--- config.mk ---
export PLATFORM = sky130hd
export DESIGN_NAME = data_mem_arbiter
export DESIGN_NICKNAME = d
export VERILOG_FILES = /design/src/rtl/data_mem_arbiter_pkg.sv /design/src/rtl/data_mem_arbiter_pick.sv /design/src/rtl/data_mem_arbiter.sv
export SDC_FILE = /design/constraint.sdc
export NUM_CORES = 1
export LEC_CHECK = 0
export ABC_AREA = 1
export CORE_MARGIN = 3
export CORE_UTILIZATION = 39
export CTS_BUF_LIST = sky130_fd_sc_hd__clkbuf_8 sky130_fd_sc_hd__clkbuf_16
export DETAILED_ROUTE_END_ITERATION = 8
export GPL_TIMING_DRIVEN = 0
export PLACE_DENSITY = 0.85
export SLEW_MARGIN = 20
export SYNTH_ARGS = -nofsm -noshare
export SYNTH_HDL_FRONTEND = slang
export SYNTH_SLANG_ARGS = --single-unit
--- constraint.sdc ---
create_clock -name clk -period 1.4 [get_ports clk]
set_input_delay 0.21 -clock clk [delete_from_list [all_inputs] [get_ports clk]]
set_output_delay 0.21 -clock clk [all_outputs]
set_load 0.05 [all_outputs]
--- src/rtl/data_mem_arbiter_pkg.sv ---
// rtl/data_mem_arbiter_pkg.sv - shared encodings for the data memory arbiter
package data_mem_arbiter_pkg;

    typedef enum logic [1:0] {
        ST_IDLE  = 2'd0,
        ST_ISSUE = 2'd1,
        ST_WAIT  = 2'd2
    } arb_state_t;

    localparam int RW_READ  = 1;
    localparam int RW_WRITE = 0;

    localparam logic PORT_LOAD  = 1'b0;
    localparam logic PORT_STORE = 1'b1;

endpackage

--- src/rtl/data_mem_arbiter_pick.sv ---
// rtl/data_mem_arbiter_pick.sv - two-requester picker, round-robin under DATA_MEM_ARB_RR_EN
// ptr holds the last winner; with round-robin the other port wins a tie.
module data_mem_arb_pick
    import data_mem_arbiter_pkg::*;
(
    input  logic [1:0] eligible,
    input  logic       ptr,
    output logic [1:0] grant,
    output logic       owner
);

`ifdef DATA_MEM_ARB_RR_EN
    always_comb begin
        owner = eligible[PORT_STORE];
        if (&eligible) begin
            owner = ~ptr;
        end
    end
`else
    logic unused_ptr;
    assign unused_ptr = ptr;

    always_comb begin
        owner = eligible[PORT_STORE];
    end
`endif

    always_comb begin
        grant = 2'b00;
        if (eligible[owner]) begin
            grant = owner ? 2'b10 : 2'b01;
        end
    end

endmodule

--- src/rtl/data_mem_arbiter.sv ---
// rtl/data_mem_arbiter.sv - load/store-commit arbiter for the single-ported data memory
// Optional DATA_MEM_ARB_RR_EN: round-robin between ports instead of store-first priority.
module data_mem_arbiter
    import data_mem_arbiter_pkg::*;
#(
    parameter int ADDR_W = 32,
    parameter int DATA_W = 32,
    parameter int MASK_W = 4
) (
    input  logic              clk,
    input  logic              rst,
    input  logic              p0_req,
    input  logic              p0_we,
    input  logic [ADDR_W-1:0] p0_addr,
    input  logic [DATA_W-1:0] p0_wdata,
    input  logic [MASK_W-1:0] p0_mask,
    output logic              p0_ack,
    output logic [DATA_W-1:0] p0_rdata,
    input  logic              p1_req,
    input  logic              p1_we,
    input  logic [ADDR_W-1:0] p1_addr,
    input  logic [DATA_W-1:0] p1_wdata,
    input  logic [MASK_W-1:0] p1_mask,
    output logic              p1_ack,
    output logic [DATA_W-1:0] p1_rdata,
    input  logic              mem_free,
    input  logic              mem_read_valid,
    input  logic [DATA_W-1:0] mem_rdata,
    output logic [1:0]        mem_rw_flag,
    output logic [ADDR_W-1:0] mem_addr,
    output logic [DATA_W-1:0] mem_wdata,
    output logic [MASK_W-1:0] mem_mask,
    output logic              busy
);

    arb_state_t state, state_nxt;
    logic       hold_we;
    logic       owner;
    logic       ptr;
    logic       pick_owner;
    logic [1:0] eligible;
    logic [1:0] grant;
    logic       load;
    logic       complete;

    // A port still showing req in its ack cycle must not be granted again.
    assign eligible = {p1_req & ~p1_ack, p0_req & ~p0_ack};

    data_mem_arb_pick u_pick (
        .eligible (eligible),
        .ptr      (ptr),
        .grant    (grant),
        .owner    (pick_owner)
    );

`ifdef DATA_MEM_ARB_RR_EN
    always_ff @(posedge clk) begin
        if (rst) begin
            ptr <= PORT_LOAD;
        end else if (load) begin
            ptr <= pick_owner;
        end
    end
`else
    assign ptr = PORT_LOAD;
`endif

    // The ack cycle is a mandatory bubble: no grant while any ack is high.
    always_comb begin
        state_nxt = state;
        load      = 1'b0;
        complete  = 1'b0;
        case (state)
            ST_IDLE: begin
                if (mem_free && (|grant) && !(p0_ack || p1_ack)) begin
                    load      = 1'b1;
                    state_nxt = ST_ISSUE;
                end
            end
            ST_ISSUE: state_nxt = ST_WAIT;
            ST_WAIT: begin
                if (mem_free && (hold_we || mem_read_valid)) begin
                    complete  = 1'b1;
                    state_nxt = ST_IDLE;
                end
            end
            default: state_nxt = ST_IDLE;
        endcase
    end

    always_comb begin
        mem_rw_flag = 2'b00;
        if (state == ST_ISSUE) begin
            mem_rw_flag[RW_READ]  = ~hold_we;
            mem_rw_flag[RW_WRITE] = hold_we;
        end
    end

    assign busy = (state != ST_IDLE);

    always_ff @(posedge clk) begin
        if (rst) begin
            state     <= ST_IDLE;
            owner     <= PORT_LOAD;
            hold_we   <= 1'b0;
            mem_addr  <= '0;
            mem_wdata <= '0;
            mem_mask  <= '0;
            p0_ack    <= 1'b0;
            p1_ack    <= 1'b0;
            p0_rdata  <= '0;
            p1_rdata  <= '0;
        end else begin
            state    <= state_nxt;
            p0_ack   <= complete && (owner == PORT_LOAD);
            p1_ack   <= complete && (owner == PORT_STORE);
            p0_rdata <= (complete && !hold_we && owner == PORT_LOAD)  ? mem_rdata : '0;
            p1_rdata <= (complete && !hold_we && owner == PORT_STORE) ? mem_rdata : '0;
            // The memory samples addr/data/mask at completion, so they are held until then.
            if (load) begin
                owner     <= pick_owner;
                hold_we   <= pick_owner ? p1_we    : p0_we;
                mem_addr  <= pick_owner ? p1_addr  : p0_addr;
                mem_wdata <= pick_owner ? p1_wdata : p0_wdata;
                mem_mask  <= pick_owner ? p1_mask  : p0_mask;
            end
        end
    end

endmodule

==> impl_metrics.json <==
{
  "status": "complete, but fails checks",
  "violations": "negative setup slack",
  "wl_per_cell_um": 14.35,
  "dieArea_um2": 15720,
  "ant_nets": 0,
  "hold_buffers": 0,
  "cpMaxStageDelayCell": "dfxtp_2",
  "rsz0062_at_grt": "true",
  "busiest_layer": "met2",
  "finalHoldViolCount": 0,
  "grt_max_degree": 17,
  "end_kind": "output port",
  "p_leak_nw": 4.806,
  "cts_sinks": 138,
  "antennaDiodeCount": 0,
  "min_period_over_period_pct": 109.5,
  "ys_warn_count": 0,
  "place_congestion": 0.8603,
  "die_w_um": 125.4,
  "grt_usage_pct": 24.07,
  "fin_crit_ns": 1.533,
  "cts_buffers": 17,
  "cts_buffer_depth": 2,
  "ys_ff_latch": 138,
  "instances_no_fill": 1388,
  "timing_worst_slew_pin_value_ns": 0.5119,
  "placedCellCount": 1348,
  "ys_types": 17,
  "synthArstFlopShare_pct": 0,
  "gr-total-overflow": 0,
  "use_met2_pct": 44.57,
  "grt.met1_usage_pct": 26.37,
  "fin_skew_ns": 0.01799,
  "slowest_delay_ns": 0.33,
  "fill_cells": 1076,
  "max_freq_mhz": 652.4,
  "pin_count": 313,
  "grt_pass1_wl_um": 30060,
  "drtIter0Drc": 238,
  "yosysMostFrequentCell": "nand2_1",
  "grt_pass1_vias": 5869,
  "slew_headroom_pct": 65.88,
  "io_buffers": 312,
  "antenna_found_initial": 0,
  "core_um2": 13610,
  "cp_cell_sequence": "inv_2 -> or2_4 -> nor2_4 -> buf_6",
  "r2r_cells": 7,
  "cp.arrival_ns": 1.32,
  "grtUsageMet3_pct": 6.866,
  "clk_pin_slew_ns": 0.06,
  "root_buffer": "clkbuf_16",
  "drv_cap": 0,
  "drcViolationCount": 0,
  "syn_nets": 1036,
  "crit_required_ns": 1.19,
  "yosysTopAreaCell": "dfxtp_1",
  "dr.pass1.iters": 5,
  "syn_area_per_cell_um2": 6.464,
  "netlist_instances": 860,
  "hold_slack_ns": 0.3415,
  "ir_drop_mv": 1.120,
  "yosysSeqAreaShare_pct": 49.70,
  "hold_start": "mem_rdata[12]",
  "rows": 42,
  "synth_edf_count": 0,
  "viasPerCell": 4.417,
  "clock_latency_ns": 0.42,
  "rr_endpoint": "mem_wdata[2]",
  "synthToLayoutAreaGrowth_pct": 76.73,
  "drive_above_1_share_pct": 19.22,
  "fp.dieH_um": 125.4,
  "synth_area_leaders": "dfxtp_1, nand2_1, nor2_1",
  "maxSlewViolCount": 0,
  "ys.flop_type": "dfxtp_1",
  "wl_um": 19920,
  "cp_max_fo": 3,
  "syn-cell-area_um2": 5559,
  "worstHoldPathCells": 3,
  "setup-violations-final": 6,
  "initial_core_util_pct": 40.84,
  "fin_nets": 1375,
  "hold_path.class": "in2reg",
  "crit_type": "reg2out",
  "p_per_area_nw_per_um2": 1170,
  "setup_ws_ns": -0.1329,
  "r2r_start": "state[0]",
  "via_count": 6131,
  "dpl.hpwl_um": 14730,
  "postLayoutCoreUtil_pct": 72.18,
  "cts_max_level": 4,
  "netlist.area_leader.share_pct": 49.70,
  "hold_end": "p1_rdata[12]",
  "cts_tree": "built",
  "synthTopCellsByCount": "nand2_1, nor2_1, dfxtp_1, inv_1, buf_2",
  "cp-start-kind": "flop",
  "r2r_setup_slack_ns": -0.02
}
[worst max path at each step]
stage	depth (start not counted)	end	slack, ns	from
after detailed placement	8	mem_addr[29]	-0.48	p1_req
after global placement	8	mem_addr[17]	-0.47	p1_req
after floorplan	3	mem_rw_flag[0]	-0.11	state[0]
after global routing	4	mem_rw_flag[1]	-0.17	state[0]
after CTS	4	mem_rw_flag[1]	-0.13	state[0]
final	4	mem_rw_flag[1]	-0.13	state[0]
[stage by stage]
step	setup TNS, ns	total power, mW	setup WS (ns)	instance area (um^2)
floorplan	-0.2130	5.748	-0.1065	5560
global placement	-49.15	6.804	-0.4734	8904
detailed placement	-51.11	6.849	-0.4791	8904
CTS	-0.3770	11.53	-0.1286	9784
global route	-2.592	11.93	-0.1695	9824
finish	-0.3844	11.49	-0.1329	9824
[cell families after synthesis]
family                 after synthesis  synth area share (%)
and+or+nand+nor                    569                 38.73
buffers and inverters              151                 11.39
DFF                                138                 49.70
AOI/OAI and AO/OA                    2                0.1799
[worst max-delay path: cells and delay by family, from the launching register on]
kind                   cells  cell delay, ns
AND/OR/NAND/NOR            2            0.37
buffers and inverters      2            0.21
flip-flops                 1            0.33
[report_power, final]
group / internal [mW] / switching (mW) / leakage [nW]
Combinational: 1.02 / 1.52 / 3.38
Sequential: 4.13 / 0.103 / 1.13
Clock: 2.90 / 1.83 / 0.298
Total: 8.05 / 3.45 / 4.81
[layout make-up]
cell class | instances | area (um^2) | share of cell area [%]
clock buffers | 18 | 439.2 | 4.470
well taps | 176 | 220.2 | 2.241
flip-flops and latches | 138 | 2768 | 28.17
repair buffers | 320 | 3321 | 33.80
clock inverters | 14 | 183.9 | 1.872
multi-input cells | 571 | 2225 | 22.64
inverters | 109 | 411.6 | 4.190
plain buffers | 42 | 256.5 | 2.611
[registers in the layout, indices dropped and copies added (netlist names)]
register   cells
p0_rdata      32
mem_wdata     32
mem_addr      32
p1_rdata      32
p1_ack         1
owner          1
state          2
p0_ack         1
mem_mask       4
hold_we        1
[what timing repair did]
action,CTS,global route
buffers inserted,5,3
pin swaps,3,3
resized for setup,443,32
endpoints found under the setup margin,241,136
[layout by cell type, fill, tap and decap left out, types with 2 or more instances in the layout]
master and instances:
clkbuf_16 17, nor2_4 2, clkbuf_1 7, clkdlybuf4s18_2 2, buf_4 18, clkdlybuf4s50_1 175, clkbuf_4 2, bufinv_16 3
clkinvlp_4 3, clkbuf_2 9, nand2_1 350, inv_1 105, nor2_2 8, inv_8 2, inv_2 3, buf_8 2
dfxtp_2 4, clkdlybuf4s15_2 127, buf_2 15, nand4_1 2, dfxtp_1 134, nor2_1 202, inv_6 4, buf_6 4
[layer usage]
layer | part of all wire, % | up-vias
li1 | - | 3141
met1 | 39 | 2761
met2 | 53 | 198
met3 | 5.9 | 31
met4 | 2.4 | 0
met5 | 0 | -
Power figures use the tool's default switching activity.
